File: src/rtl/ifu_pkg.sv
// Shared definitions for the instruction fetch unit: reset PC, FSM encoding, canonical NOP.
package ifu_pkg;

  localparam logic [31:0] RESET_PC_DEFAULT = 32'h8000_0000;
  localparam logic [31:0] INST_NOP         = 32'h0000_0013;

  typedef enum logic [1:0] {
    StIdle = 2'd0,
    StReq  = 2'd1,
    StWait = 2'd2,
    StHold = 2'd3
  } ifu_state_e;

endpackage

File: src/rtl/ifu_pc_reg.sv
// Fetch PC register: sequential +4 advance, redirect steering with deferral while a request
// is stalled on the memory handshake, and redirect alignment check.
module ifu_pc_reg #(
  parameter int unsigned      XLEN     = 32,
  parameter logic [XLEN-1:0]  RESET_PC = 32'h8000_0000
) (
  input  logic            clk_i,
  input  logic            rst_ni,
  input  logic            redirect_valid_i,
  input  logic [XLEN-1:0] redirect_pc_i,
  input  logic            hold_i,
  input  logic            inc_i,
  output logic [XLEN-1:0] pc_o,
  output logic            misalign_o
);

  logic [XLEN-1:0] pc_q, pc_d;
  logic [XLEN-1:0] pend_pc_q, pend_pc_d;
  logic            pend_q, pend_d;
  logic            misalign_q, misalign_d;
  logic [XLEN-1:0] target;

  assign target     = {redirect_pc_i[XLEN-1:2], 2'b00};
  assign misalign_d = redirect_valid_i && (redirect_pc_i[1:0] != 2'b00);

  always_comb begin
    pc_d      = pc_q;
    pend_d    = pend_q;
    pend_pc_d = pend_pc_q;
    if (redirect_valid_i) begin
      // The address must stay stable until the request handshake; park the target until then.
      if (hold_i) begin
        pend_d    = 1'b1;
        pend_pc_d = target;
      end else begin
        pc_d   = target;
        pend_d = 1'b0;
      end
    end else if (pend_q && !hold_i) begin
      pc_d   = pend_pc_q;
      pend_d = 1'b0;
    end else if (inc_i) begin
      pc_d = pc_q + XLEN'(4);
    end
  end

  always_ff @(posedge clk_i or negedge rst_ni) begin
    if (!rst_ni) begin
      pc_q       <= RESET_PC;
      pend_q     <= 1'b0;
      pend_pc_q  <= '0;
      misalign_q <= 1'b0;
    end else begin
      pc_q       <= pc_d;
      pend_q     <= pend_d;
      pend_pc_q  <= pend_pc_d;
      misalign_q <= misalign_d;
    end
  end

  assign pc_o       = pc_q;
  assign misalign_o = misalign_q;

endmodule

File: src/rtl/ifu_fetch.sv
// Non-pipelined instruction fetch: one memory read in flight, fetched word held for the
// decoder under valid/ready, redirects discard any outstanding response via the drop flag.
module ifu_fetch
  import ifu_pkg::*;
#(
  parameter int unsigned     XLEN     = 32,
  parameter logic [XLEN-1:0] RESET_PC = RESET_PC_DEFAULT
) (
  input  logic            clk,
  input  logic            rst_n,
  output logic            imem_req_valid,
  input  logic            imem_req_ready,
  output logic [XLEN-1:0] imem_req_addr,
  input  logic            imem_resp_valid,
  input  logic [31:0]     imem_resp_data,
  output logic            inst_valid,
  input  logic            inst_ready,
  output logic [31:0]     instruction,
  output logic [XLEN-1:0] inst_pc,
  input  logic            redirect_valid,
  input  logic [XLEN-1:0] redirect_pc,
  output logic            fetch_misalign
);

  ifu_state_e      state_q, state_d;
  logic            drop_q, drop_d;
  logic [31:0]     inst_q, inst_d;
  logic [XLEN-1:0] inst_pc_q, inst_pc_d;
  logic [XLEN-1:0] pc;
  logic            pc_hold;
  logic            pc_inc;

  assign pc_hold = (state_q == StReq) && !imem_req_ready;
  assign pc_inc  = (state_q == StHold) && inst_ready;

  ifu_pc_reg #(
    .XLEN     (XLEN),
    .RESET_PC (RESET_PC)
  ) u_pc_reg (
    .clk_i            (clk),
    .rst_ni           (rst_n),
    .redirect_valid_i (redirect_valid),
    .redirect_pc_i    (redirect_pc),
    .hold_i           (pc_hold),
    .inc_i            (pc_inc),
    .pc_o             (pc),
    .misalign_o       (fetch_misalign)
  );

  always_comb begin
    state_d   = state_q;
    drop_d    = drop_q;
    inst_d    = inst_q;
    inst_pc_d = inst_pc_q;
    unique case (state_q)
      StIdle: state_d = StReq;
      StReq: begin
        if (redirect_valid) drop_d = 1'b1;
        if (imem_req_ready) state_d = StWait;
      end
      StWait: begin
        if (imem_resp_valid) begin
          if (drop_q || redirect_valid) begin
            drop_d  = 1'b0;
            state_d = StReq;
          end else begin
            inst_d    = imem_resp_data;
            inst_pc_d = pc;
            state_d   = StHold;
          end
        end else if (redirect_valid) begin
          drop_d = 1'b1;
        end
      end
      StHold: begin
        if (inst_ready || redirect_valid) state_d = StReq;
      end
    endcase
  end

  always_ff @(posedge clk or negedge rst_n) begin
    if (!rst_n) begin
      state_q   <= StIdle;
      drop_q    <= 1'b0;
      inst_q    <= '0;
      inst_pc_q <= '0;
    end else begin
      state_q   <= state_d;
      drop_q    <= drop_d;
      inst_q    <= inst_d;
      inst_pc_q <= inst_pc_d;
    end
  end

  assign imem_req_valid = (state_q == StReq);
  assign imem_req_addr  = pc;
  assign inst_valid     = (state_q == StHold);
  assign instruction    = inst_q;
  assign inst_pc        = inst_pc_q;

endmodule
File: config.mk
export PLATFORM = sky130hd
export DESIGN_NAME = ifu_fetch
export DESIGN_NICKNAME = d
export VERILOG_FILES = /design/src/rtl/ifu_pkg.sv /design/src/rtl/ifu_pc_reg.sv /design/src/rtl/ifu_fetch.sv
export SDC_FILE = /design/constraint.sdc
export NUM_CORES = 1
export LEC_CHECK = 0
export BUFFER_PORTS_ARGS = -buffer_cell sky130_fd_sc_hd__buf_2
export CORE_ASPECT_RATIO = 0.7
export CORE_MARGIN = 2
export CORE_UTILIZATION = 34
export DETAILED_ROUTE_END_ITERATION = 12
export GPL_ROUTABILITY_DRIVEN = 0
export SLEW_MARGIN = 20
export SYNTH_ARGS = -nofsm -noshare
export SYNTH_HDL_FRONTEND = slang
export SYNTH_HIERARCHICAL = 1
export SYNTH_SLANG_ARGS = --single-unit
File: constraint.sdc
create_clock -name clk -period 2.29 [get_ports clk]
set_input_delay 0.5725 -clock clk [delete_from_list [all_inputs] [get_ports clk]]
set_output_delay 0.5725 -clock clk [all_outputs]
set_load 0.02 [all_outputs]
---- Yosys cells after proc, flatten, opt, wreduce, memory -nomap -nowiden ----
Cells that the tools add are included.
storage, ports and cells
  register bits after elaboration ......... 131
  latch bits .............................. 0
  memory bits (writable) .................. 0
  memory bits (read-only) ................. 0
  output and inout port bits .............. 99
  logic and storage cells ................. 52
  memories ................................ 0
cells by class
  add/sub/neg operators ................... 1
  $mul .................................... 0
  divide/modulo/power cells ............... 0
  order comparisons ....................... 0
  equal/unequal tests ..................... 8
  shift-type cells ........................ 0
  mux-type cells .......................... 16
  bitwise operators ....................... 1
  reduce and logical (&&, ||, !) cells .... 18
operators with widths
  kind                                                  count
  2-to-1 mux 32 bit                                     4
  adder 32 x 3 -> 32 bit (second input constant)        1
  2-to-1 mux 2 bit                                      4
  one-hot mux 2 bit (4 select lines)                    1
  2-to-1 mux 1 bit                                      6
  AND reduction 2 bit                                   3
  AND reduction 3 bit                                   2
  nonzero test 2 bit                                    3
  equality test 2 bit (second input constant)           2
  logical AND 1 bit                                     4
  != test 2 x 1 -> 1 bit (second input constant)        2
  != test 2 bit (second input constant)                 2
  != test 3 bit (second input constant)                 1
  nonzero test 3 bit                                    1
  equality test 2 x 1 -> 1 bit (second input constant)  1
  zero test 1 bit                                       2
  zero test 2 bit                                       1
  logical OR 1 bit                                      2
  one-hot mux 1 bit (2 select lines)                    1
  NOT 1 bit                                             1

---- Longest topological paths before layout ----
  word-level depth ........................ 6
  mapped depth ............................ 9

---- Cells and area by module ----
Netlist, hierarchy kept.
by module, submodules not included
  module      instances  cells an instance  area each (um^2)  sequential area each (um^2)
  ifu_pc_reg  1          376                3,509.6           1,552.7
  ifu_fetch   1          156                2,621.3           1,676.6

---- Worst setup path after synthesis ----
OpenSTA, ideal clock, no wires.
  path kind ............................... flip-flop to flip-flop
  start point ............................. register state_q[1]
  end point ............................... register u_pc_reg.pc_q[26], in the netlist u_pc_reg/pc_o[26]
  library setup time ...................... 0.121 ns
  data arrival time ....................... 1.957 ns
  slack ................................... 0.212 ns
  stages on the path, launching flop included .. 10
  path buffers ............................ 1
  cells stage by stage .................... dfrtp_1 -> inv_1 -> ha_1 -> nor2b_1 -> nor2b_1 -> clkbuf_1 -> and3_1 -> a21oi_1 -> o31ai_2 -> a22o_1
between the ends
  longest elaborated chain between the ends .. 6
  elaborated cells on any way between the ends .. 11
  those cells by class .................... 3 x eq/ne; 2 x mux; 6 x reduce/logical
RTL lines
  what                                                                              RTL line          text
  start, declared                                                                   ifu_fetch.sv:25   ifu_state_e state_q, state_d;
  start signal, assigned                                                            ifu_fetch.sv:83   state_q <= StIdle;
  start signal, assigned                                                            ifu_fetch.sv:88   state_q <= state_d;
  equality test 2 x 1 -> 1 bit (*)                                                  --
  named net imem_req_valid                                                          ifu_fetch.sv:11   output logic imem_req_valid,
  logical AND 1 bit (*)                                                             ifu_fetch.sv:33   assign pc_hold = (state_q == StReq) && !imem_req_ready;
  named net pc_hold                                                                 ifu_fetch.sv:30   logic pc_hold;
  zero test 1 bit                                                                   ifu_pc_reg.sv:39  end else if (pend_q && !hold_i) begin
  logical AND 1 bit                                                                 ifu_pc_reg.sv:39
  nonzero test 3 bit (no source line) / 2-to-1 mux 32 bit (equally long branches)   --
  AND reduction 2 bit (no source line) / 2-to-1 mux 32 bit (equally long branches)  --
  end signal, assigned                                                              ifu_pc_reg.sv:54  pc_q <= pc_d;
  end, declared                                                                     ifu_pc_reg.sv:17  logic [XLEN-1:0] pc_q, pc_d;
The timed path passes the listed nets; every way through them passes the cells marked *.
A chain may end at the register's enable or synchronous reset.

---- Worst setup path after layout ----
  start point ............................. register state_q[1]
  end point ............................... register u_pc_reg.pc_q[16], in the netlist u_pc_reg/pc_o[16]
between the ends
  longest elaborated chain between the ends .. 6
  elaborated cells on any way between the ends .. 11
  those cells by class .................... 3 x eq/ne; 2 x mux; 6 x reduce/logical
RTL lines
  what                                                                              RTL line
  equality test 2 x 1 -> 1 bit (*)                                                  ifu_fetch.sv:33
  logical AND 1 bit (*)                                                             ifu_fetch.sv:33
  named net pc_hold                                                                 ifu_fetch.sv:30
  zero test 1 bit                                                                   ifu_pc_reg.sv:39
  logical AND 1 bit                                                                 ifu_pc_reg.sv:39
  nonzero test 3 bit (no source line) / 2-to-1 mux 32 bit (equally long branches)   --
  AND reduction 2 bit (no source line) / 2-to-1 mux 32 bit (equally long branches)  --
Marked as above.

==> results.toml <==
[run_status]
outcome = "complete, no violations"

[clock_network]
clock_sinks = 129
insertion_delay_ns = 0.42
path_clk_slew_ns = 0.06
clock_path_buffers = 2
ctsHoldBuffers = 0
cts_made_buffers = 17
root_buffer = "clkbuf_16"
cts_tree = "done"
cts_htree_levels = 4

[sta]
finalHoldViolCount = 0
slew_violations = 0
min_period_ns = 2.09
max-slew-margin-rel_pct = 55.6
rsz0062_at_grt = "false"
worstMarginPinSlew_ns = 0.659
finalSetupViolCount = 0
fin_crit_sh_pct = 91.2
fmax_ghz = 0.479
skew_ns = 0.00799

[critical_path]
crit_fanout = 5
r2r_cells = 8
crit_type = "reg2reg"
crit_arrival_ns = 2.42
start_kind = "flip-flop"
critPathCaptureType = "flip-flop"
worst-endpoint-required_ns = 2.62

[synth]
synth_area_leader_cell = "dfrtp_1"
ys.flop_type = "dfrtp_1"
synth_warnings = 6
yosys-top-cells-area = "dfrtp_1, mux2_2, o21ai_0"
syn-instance-count = 532
yosysTopAreaCellShare_pct = 52.2
synth_cell_type_count = 56
synth_edf_count = 0
synth_top_cells_by_count = "dfrtp_1, mux2_2, o21ai_0"
synthesis.area_mm2 = 0.00613
synth_area_per_cell_um2 = 11.5
synth-seq-cells = 129
yosysSeqAreaShare_pct = 52.7
synthMostInstantiatedCell = "dfrtp_1"
ys_async_sr_fraction_pct = 100

[floorplanning]
initial_utilization_pct = 34.3
coreArea_mm2 = 0.0179
die-area_mm2 = 0.0191
rows = 41
dieWidth_um = 165
die_h_um = 116
ios = 169

[detailed_routing]
firstDrtPassIters = 4
wirelength_um = 16900
drtIter0Drc = 311
vias = 5044
antenna_left = 0
drc = 0
viasPerCell = 5.18
wl_per_cell_um = 17.3

[cells_and_area]
fin_util_pct = 44.7
final_area_mm2 = 0.00798
fill_cells = 1671
seq_area_mm2 = 0.00323
stdcell_count = 974
drive_gt1_share_pct = 46.4
fin_nets = 799
multi_input_area_mm2 = 0.00270
area_growth_pct = 30.2

[power]
total_leakage_power_uw = 0.00393
irDropWorstVdd_uv = 606
power.density_mw_per_mm2 = 1290

[global_routing]
busiest_layer = "met2"
grt_first_pass_wirelength_um = 26200
grt-ovfl-total = 0
grt_max_degree = 65
grtUsageTotal_pct = 17.9
grt_pass1_vias = 4957
grt_use_met1_pct = 25.4
use_met3_pct = 5.65
antenna_found_initial = 1
gr-usage-met2_pct = 26.5

[place]
portBuffers = 166
placed_cells = 941
dp_hpwl_um = 12400
placed_area_mm2 = 0.00740

[worst_hold_path]
min_path_type = "in2async"

[job]
maxCapViolCount = 0
[final timing paths]
| check | from | end | slack (ns) |
|---|---|---|---|
| min reg2reg | instruction[21] | instruction[21] | 0.48 |
| max | state_q[1] | u_pc_reg/pc_o[16] | 0.20 |
| min in group clk | redirect_pc[0] | u_pc_reg/misalign_o | 0.38 |
| min | rst_n | inst_pc[12] | 0.09 |
| max in group asynchronous | rst_n | state_q[1] | 1.55 |
| max reg2reg | state_q[1] | u_pc_reg/pc_o[16] | 0.20 |
[cells by family after synthesis]
logic type,count (synthesis),synth area share (%)
AO/OA/AOI/OAI,129,13.2
other,1,0.0612
flip-flops,129,52.7
adder cells (fa/ha/maj),5,1.02
buffers and inverters,44,3.67
AND/OR/NAND/NOR,121,10.8
multiplexers,96,17.6
XOR/XNOR,7,1.00
[worst max-delay path, cell delays in order (launching register included)]
cell	delay [ns]
dfrtp_1	0.40
inv_1	0.11
ha_1	0.22
nor2b_4	0.24
nand2b_1	0.23
nand2_1	0.12
nor3_1	0.35
a221oi_1	0.13
o21ai_0	0.20
[cell usage in the layout (no fill, tap or decap), drive strengths merged, types with 4 or more instances in the layout]
cell,n
a221oi,6
a22oi,7
nand3,12
nor3,7
a31oi,10
dfrtp,128
ha,5
a21oi,32
nor2b,5
and3,11
inv,11
clkinv,5
nand2,35
buf,205
a41oi,6
clkbuf,22
o21ai,44
nor2,32
clkinvlp,4
mux2,94
a211oi,7
nand4,9
xor2,6
[where the power goes]
group	total (µW)	internal, µW	leakage, µW	switching, µW
Combinational	3830	1610	0.00201	2220
Sequential	3960	3200	0.00164	755
Clock	2540	1570	0.000268	972
[routing by layer]
layer | wire length, µm | part of all wire (%)
met5 | 0 | 0
met4 | 124 | 0.73
met3 | 1430 | 8.4
met2 | 7400 | 44
met1 | 7930 | 47
[stage by stage]
stage / TNS [ns] / setup WS (ns) / hold WS, ns / total power, µW
2_1_floorplan: 0 / 0.212 / 0.277 / 6230
5_1_grt: 0 / 0.0361 / 0.0953 / 11000
3_5_place_dp: -0.000408 / -0.000408 / 0.471 / 7830
3_3_place_gp: 0 / 0.151 / 0.462 / 7670
6_report: 0 / 0.202 / 0.0866 / 10300
4_1_cts: 0 / 0.0413 / 0.0860 / 10400
[layout make-up]
type	instances	area share, %
antenna	1	0.0313
tap	236	3.70
sequential	129	40.4
clock inverter	10	1.07
timing repair buffer	205	14.5
clock buffer	22	5.94
multi-input combinational	360	33.8
inverter	11	0.517
[flip-flops by register name, indices dropped and copies added, names as in the netlist]
signal,flops
state_q,2
instruction,32
drop_q,1
u_pc_reg/misalign_o,1
u_pc_reg/pc_o,30
u_pc_reg/pend_q,1
inst_pc,32
u_pc_reg/pend_pc_q,30
[repair_timing]
item / CTS / global route
gates resized for setup: 1 / 4
buffers inserted: 0 / 0
endpoints found under the hold margin: 0 / 0
setup endpoints to repair: 2 / 32
(Power assumes the default switching activity.)
